<file path="src/rtl/adda_clk_pkg.sv">
// Shared state encodings, default timing parameters and helpers for the
// ADC/DAC clock and reset controller.
package adda_clk_pkg;

  typedef enum logic [1:0] {
    StPllRst   = 2'd0,
    StWaitLock = 2'd1,
    StRelease  = 2'd2,
    StRun      = 2'd3
  } adda_state_e;

  localparam int unsigned DefRstCycles     = 16;
  localparam int unsigned DefStableCycles  = 1024;
  localparam int unsigned DefTimeoutCycles = 65536;
  localparam int unsigned DefStaggerCycles = 8;

  function automatic logic [7:0] sat_inc8(input logic [7:0] v);
    return (v == 8'hFF) ? v : v + 8'd1;
  endfunction

endpackage

</file>
<file path="src/rtl/adda_sync_2ff.sv">
// Two-flop synchronizer for a single asynchronous level; resets to 0.
module adda_sync_2ff (
  input  logic clk,
  input  logic rst_n,
  input  logic d,
  output logic q
);

  logic meta;

  always_ff @(posedge clk or negedge rst_n) begin
    if (!rst_n) begin
      meta <= 1'b0;
      q    <= 1'b0;
    end else begin
      meta <= d;
      q    <= meta;
    end
  end

endmodule

</file>
<file path="src/rtl/adda_clk_rst_ctrl.sv">
// PLL reset / lock qualification and staggered ADC/DAC reset release.
// Optional saturating relock counter enabled by ADDA_RELOCK_CNT_EN.
module adda_clk_rst_ctrl
  import adda_clk_pkg::*;
#(
  parameter int unsigned RST_CYCLES     = DefRstCycles,
  parameter int unsigned STABLE_CYCLES  = DefStableCycles,
  parameter int unsigned TIMEOUT_CYCLES = DefTimeoutCycles,
  parameter int unsigned STAGGER_CYCLES = DefStaggerCycles
) (
  input  logic       sys_clk,
  input  logic       sys_rst_n,
  input  logic       pll_lock,
  input  logic       soft_rst,
  input  logic       clr_flags,
  output logic       pll_rst,
  output logic       adc_rst_n,
  output logic       dac_rst_n,
  output logic       clk_ready,
  output logic       lock_lost,
  output logic [7:0] relock_cnt,
  output logic [1:0] state
);

  localparam int unsigned MaxAB = (RST_CYCLES > STABLE_CYCLES) ? RST_CYCLES : STABLE_CYCLES;
  localparam int unsigned MaxCD = (TIMEOUT_CYCLES > STAGGER_CYCLES) ?
                                  TIMEOUT_CYCLES : STAGGER_CYCLES;
  localparam int unsigned MaxCycles = (MaxAB > MaxCD) ? MaxAB : MaxCD;
  localparam int unsigned CntW = $clog2(MaxCycles + 1);

  typedef logic [CntW-1:0] cnt_t;

  localparam cnt_t RstLast     = cnt_t'(RST_CYCLES - 1);
  localparam cnt_t StableLast  = cnt_t'(STABLE_CYCLES - 1);
  localparam cnt_t TimeoutLast = cnt_t'(TIMEOUT_CYCLES - 1);
  localparam cnt_t StaggerLast = cnt_t'(STAGGER_CYCLES - 1);

  adda_state_e state_q, state_d;
  cnt_t        cnt_q, cnt_d;
  cnt_t        stable_q, stable_d;
  logic        lock_s;
  logic        lock_ev;
  logic        lock_lost_d;

  adda_sync_2ff u_lock_sync (
    .clk   (sys_clk),
    .rst_n (sys_rst_n),
    .d     (pll_lock),
    .q     (lock_s)
  );

  // cnt_q is shared: reset pulse length, WAIT_LOCK timeout, RELEASE stagger.
  always_comb begin
    state_d = state_q;
    lock_ev = 1'b0;
    if (soft_rst) begin
      state_d = StPllRst;
    end else begin
      unique case (state_q)
        StPllRst: begin
          if (cnt_q == RstLast) state_d = StWaitLock;
        end
        StWaitLock: begin
          if (lock_s && (stable_q == StableLast)) begin
            state_d = StRelease;
          end else if (cnt_q == TimeoutLast) begin
            state_d = StPllRst;
            lock_ev = 1'b1;
          end
        end
        StRelease: begin
          if (!lock_s) begin
            state_d = StPllRst;
            lock_ev = 1'b1;
          end else if (cnt_q == StaggerLast) begin
            state_d = StRun;
          end
        end
        StRun: begin
          if (!lock_s) begin
            state_d = StPllRst;
            lock_ev = 1'b1;
          end
        end
        default: state_d = StPllRst;
      endcase
    end
  end

  always_comb begin
    cnt_d    = '0;
    stable_d = '0;
    if (!soft_rst && (state_d == state_q)) begin
      cnt_d    = (state_q == StRun) ? cnt_q : cnt_q + cnt_t'(1);
      stable_d = ((state_q == StWaitLock) && lock_s) ? stable_q + cnt_t'(1) : '0;
    end
  end

  // A set event in the same cycle as a clear leaves the flag set.
  assign lock_lost_d = lock_ev ? 1'b1 : (clr_flags ? 1'b0 : lock_lost);

  always_ff @(posedge sys_clk or negedge sys_rst_n) begin
    if (!sys_rst_n) begin
      state_q   <= StPllRst;
      cnt_q     <= '0;
      stable_q  <= '0;
      pll_rst   <= 1'b1;
      adc_rst_n <= 1'b0;
      dac_rst_n <= 1'b0;
      clk_ready <= 1'b0;
      lock_lost <= 1'b0;
    end else begin
      state_q   <= state_d;
      cnt_q     <= cnt_d;
      stable_q  <= stable_d;
      pll_rst   <= (state_d == StPllRst);
      adc_rst_n <= (state_d == StRelease) || (state_d == StRun);
      dac_rst_n <= (state_d == StRun);
      clk_ready <= (state_d == StRun);
      lock_lost <= lock_lost_d;
    end
  end

  assign state = state_q;

`ifdef ADDA_RELOCK_CNT_EN
  logic [7:0] relock_q;
  logic [7:0] relock_base;

  assign relock_base = clr_flags ? 8'd0 : relock_q;

  always_ff @(posedge sys_clk or negedge sys_rst_n) begin
    if (!sys_rst_n) begin
      relock_q <= 8'd0;
    end else begin
      relock_q <= lock_ev ? sat_inc8(relock_base) : relock_base;
    end
  end

  assign relock_cnt = relock_q;
`else
  assign relock_cnt = 8'd0;
`endif

endmodule

</file>
<file path="config.mk">
export PLATFORM = sky130hd
export DESIGN_NAME = adda_clk_rst_ctrl
export DESIGN_NICKNAME = d
export VERILOG_FILES = /design/src/rtl/adda_clk_pkg.sv /design/src/rtl/adda_sync_2ff.sv /design/src/rtl/adda_clk_rst_ctrl.sv
export SDC_FILE = /design/constraint.sdc
export NUM_CORES = 1
export LEC_CHECK = 0
export ABC_CLOCK_PERIOD_IN_PS = 3100
export BUFFER_PORTS_ARGS = -buffer_cell sky130_fd_sc_hd__buf_2
export CORE_AREA = 2 2 74 59
export DETAILED_ROUTE_END_ITERATION = 12
export DIE_AREA = 0 0 76 61
export PLACE_DENSITY = 0.74
export SYNTH_ARGS = -nofsm -noshare
export SYNTH_HDL_FRONTEND = slang
export SYNTH_HIERARCHICAL = 1
export SYNTH_SLANG_ARGS = --single-unit
export TNS_END_PERCENT = 30
</file>
<file path="constraint.sdc">
create_clock -name sys_clk -period 3.1 [get_ports sys_clk]
set_input_delay 0.62 -clock sys_clk [delete_from_list [all_inputs] [get_ports sys_clk]]
set_output_delay 0.62 -clock sys_clk [all_outputs]
set_load 0.01 [all_outputs]
</file>
==> run summary <==
The flow ran to the end, and the final reports show no timing, DRC or antenna violations. Number of gates resized after cts: 0. The initial antenna violation count was 0; the highest cell delay on the worst timing path was 0.54 ns. The worst-path maximum fanout is 17. Among all flip-flop cells after synthesis, the most frequent one is sky130_fd_sc_hd__dfrtp_1. In this run the most critical hold path is launched from u_lock_sync/meta. The via count of the first global-routing pass came out at 1,527.

Of the synthesized area, sequential elements account for 48.4%. IR analysis of the VDD net gives a maximum drop of 0.398 mV. After routing, the total negative slack on setup checks comes to 0 ns. Yosys attributes the largest share of cell area to sky130_fd_sc_hd__dfrtp_1 47%, sky130_fd_sc_hd__xnor2_1 6.8%, sky130_fd_sc_hd__xor2_1 5.2%. Number of enable-type register cells in the synthesized netlist: 0. By count the netlist is led by 41 x sky130_fd_sc_hd__dfrtp_1, 28 x sky130_fd_sc_hd__nor2_1, 18 x sky130_fd_sc_hd__a21oi_1.

The final routed wire length divided by cell count works out to 13.4 um. After synthesis, the largest family of logic cells by area is simple AND/OR/NAND/NOR gates. For the final count of pins violating max slew, the log shows 0. The type of element capturing the critical path is a flop.

The worst register-to-register path begins at cnt_q[3]. The post-route netlist has 9.70% of its cells at a drive strength greater than 1. The count of nets left with antenna violations once routing finished came out at 0. For this run, design rule violations remaining after detail routing come to 0. The power per standard cell area is 413 mW/mm2. The multiplexer area fraction after synthesis was 0.460%; the number of warnings issued by yosys was 6. Clock tree synthesis found a total of 42 sinks. The tools report the endpoint of the lowest-slack register-to-register path as cnt_q[16]. The fraction of post-synthesis cell area in the top cell type by area is 47.2%. The logs give 0.960 nW for the leakage power and 59.5% for the core utilization of the finished layout. Of the total synthesized cell area, the portion taken by full adders, half adders and majority gates is 1.73%. Of the available clock period, the critical path in the final layout requires 79.3%.

Setup slack on the worst reg-to-reg path comes out at 0.64 ns. The synthesized netlist devotes 8.63% of its cell area to compound gates. The number of endpoints with negative hold slack in the final report was 0; the number of DRC markers after the initial detailed-route iteration was 118.

The run gives 0 as the number of buffers added to fix hold violations after cts. STA classifies the critical path startpoint as a flop. The H-tree generated during clock tree synthesis spans 2 levels. The biggest area contributor in the post-synthesis netlist is sky130_fd_sc_hd__dfrtp_1. Row generation in the floorplan step produced 20 rows. The number of antenna diodes in the final layout is 0. Summed over all nets, the half-perimeter wirelength after detailed placement is 2670 um. The signal on the critical path passes through and4_1 > nand3_1 > nor3_1 > ha_1 > nor2_1 > o21ai_0 > a211o_1 > a221oi_1. The root buffer cell chosen for the clock tree is sky130_fd_sc_hd__clkbuf_8. Once the floorplan was initialized, standard cells occupied 56.1% of the core. The slowest stage cell on the critical path is sky130_fd_sc_hd__a211o_1.

The post-CTS setup buffer count was 0; the wire length after detailed routing was 3900 um. Measured along the x axis, the die boundary spans 76 um. The boundary pin count is 20, and the number of synthesized register bits is 42.

Across the run, the number of max-cap violations was 0. Via count normalized by instance count: 5.37. Clock-pin slew was measured on the worst setup and hold paths at 0.08 ns.

Counting every instance in the synthesized netlist gives 226. From synthesis to final layout, the design area changed by 6.10%. The die footprint was 0.00464 mm2.

The most common cell in the synthesized netlist is sky130_fd_sc_hd__dfrtp_1. The tools report the global-route congestion overflow total as 0. STA puts the critical path data arrival time at 2.65 ns.

For the overall power, the log shows 0.953 mW. TritonCTS built the clock tree. The first global-routing pass estimated 6950 um of wire. The logs give 0.640 ns for the worst-case setup margin in the final layout and 5 for the number of buffers added by the clock tree synthesis step. At the end of the flow, the number of nets in the layout was 244.

Setup repair after global routing left no endpoint under its margin. The worst hold path terminates at u_lock_sync/q. The mean cell area of the mapped netlist is 9.63 um2.

During placement, the flow inserted port buffers numbering 11. The worst hold path class was reg2reg. The mapped netlist covers 0.00218 mm2.

Derived from the worst setup path, the maximum achievable clock frequency is 407 MHz. At the pin with the least slew margin, the transition time is 0.902 ns. The worst reg2reg path depth was 8; the count of distinct cell types in the synthesized netlist was 40.

After Yosys synthesis, XOR and XNOR cells account for 12.1% of the synthesized area. In this run the tightest slew margin relative to its limit is 39.8%. In this run the vertical extent of the chip is 61 um.

For the maximum number of pins on one net before global-route repair, the log shows 43. The worst hold path was traced through 0 stages. The tools report the global-route usage over all layers as 19.3%. After Yosys synthesis, and, or, nand and nor cells account for 21.7% of the synthesized area.

The critical path is of the reg2reg type. Before antenna repair, the detailed router went through 4 iterations. The final route contains 1,569 vias.

The routed design could run at a clock period as short as 2.46 ns. Routability-driven placement finished with a final weighted congestion of 0.878. Setup violations remaining at the end of the flow were counted as 0. For the worst-skew pair, the clock arrives at the later sink with an insertion delay of 0.29 ns.

Data on the critical path is required at its endpoint by 3.29 ns. In this run the deepest clock path goes through 2 buffers. The logs give 0.00316 ns for the setup clock skew after layout and 0.378 ns for the worst hold margin. After synthesis, the share of flip-flops with an asynchronous set or reset is 100%.

The region available for standard cell placement spans 0.00388 mm2. The pre-CTS setup slack came out at 0.666 ns.
cells in the final DEF (no fill, tap or decap), types with 2 or more instances in the layout:
| master | count |
|---|---|
| sky130_fd_sc_hd__xor2_1 | 13 |
| sky130_fd_sc_hd__and3_1 | 4 |
| sky130_fd_sc_hd__conb_1 | 8 |
| sky130_fd_sc_hd__buf_2 | 11 |
| sky130_fd_sc_hd__o21ai_0 | 2 |
| sky130_fd_sc_hd__xnor2_1 | 17 |
| sky130_fd_sc_hd__nand3_1 | 13 |
| sky130_fd_sc_hd__nor2_1 | 28 |
| sky130_fd_sc_hd__a21oi_1 | 18 |
| sky130_fd_sc_hd__and2_1 | 2 |
| sky130_fd_sc_hd__nor2b_1 | 3 |
| sky130_fd_sc_hd__dfrtp_1 | 41 |
| sky130_fd_sc_hd__nand4_1 | 4 |
| sky130_fd_sc_hd__ha_1 | 3 |
| sky130_fd_sc_hd__inv_1 | 9 |
| sky130_fd_sc_hd__nor3_1 | 10 |
| sky130_fd_sc_hd__and4_1 | 3 |
| sky130_fd_sc_hd__clkbuf_8 | 6 |
| sky130_fd_sc_hd__nand2_1 | 16 |
| sky130_fd_sc_hd__nor4_1 | 5 |
per-layer routing:
metal  GRT usage [%]  part of all wire (%)  up-vias
met4            7.53                   1.5        0
li1                -                     -      773
met3            4.76                   4.5        7
met1            26.3                    51      756
met2            30.6                    43       33
met5               0                     0        -
final cells by class:
class	instances	area (um2)
inverter	9	33.8
multi-input combinational	166	1000
clock buffer	7	86.3
tap	55	68.8
clock inverter	1	5.00
sequential	42	1050
fill	343	1570
timing repair buffer	12	62.6
state kept, by name, indices dropped and copies added, names as in the netlist:
name,flops
adc_rst_n,1
clk_ready,1
cnt_q,17
lock_lost,1
pll_rst,1
stable_q,17
state,2
u_lock_sync/meta,1
u_lock_sync/q,1
kinds of logic (layout without fill, tap and decap cells):
logic type                 count (synthesis)  in the layout
muxes                                      1              1
AOI/OAI and AO/OA                         30             30
DFF                                       42             42
other                                      1              8
buffers and inverters                     25             29
and+or+nand+nor                           94             94
adders and majority gates                  3              3
xor gates and xnor gates                  30             30
critical path: cells and delay by family, from the launching register on:
kind	cells	cell delay, ns
and+or+nand+nor	4	0.65
adders and majority gates	1	0.22
AOI/OAI and AO/OA	3	1.03
DFF	1	0.47
worst max-delay path by stage:
| stage | slack (ns) | end | startpoint | cells after the start |
|---|---|---|---|---|
| final | 0.64 | cnt_q[16] | cnt_q[3] | 8 |
| after floorplan | 0.94 | cnt_q[10] | cnt_q[3] | 11 |
| after detailed placement | 0.67 | cnt_q[16] | cnt_q[3] | 8 |
| after CTS | 0.65 | cnt_q[16] | cnt_q[3] | 8 |
| after global routing | 0.32 | cnt_q[16] | cnt_q[3] | 8 |
| after global placement | 0.76 | cnt_q[16] | cnt_q[3] | 8 |
power by group:
| group | internal [mW] | switching, mW |
|---|---|---|
| Clock | 0.180 | 0.182 |
| Sequential | 0.552 | 0.00513 |
| Combinational | 0.00845 | 0.0254 |
| Total | 0.740 | 0.212 |
stage by stage:
stage / cells / instance area (um2)
after floorplan: 233 / 2200
after global placement: 284 / 2220
after detailed placement: 284 / 2220
after CTS: 292 / 2310
after global routing: 292 / 2310
final: 292 / 2310
Power figures use the tool's default switching activity.
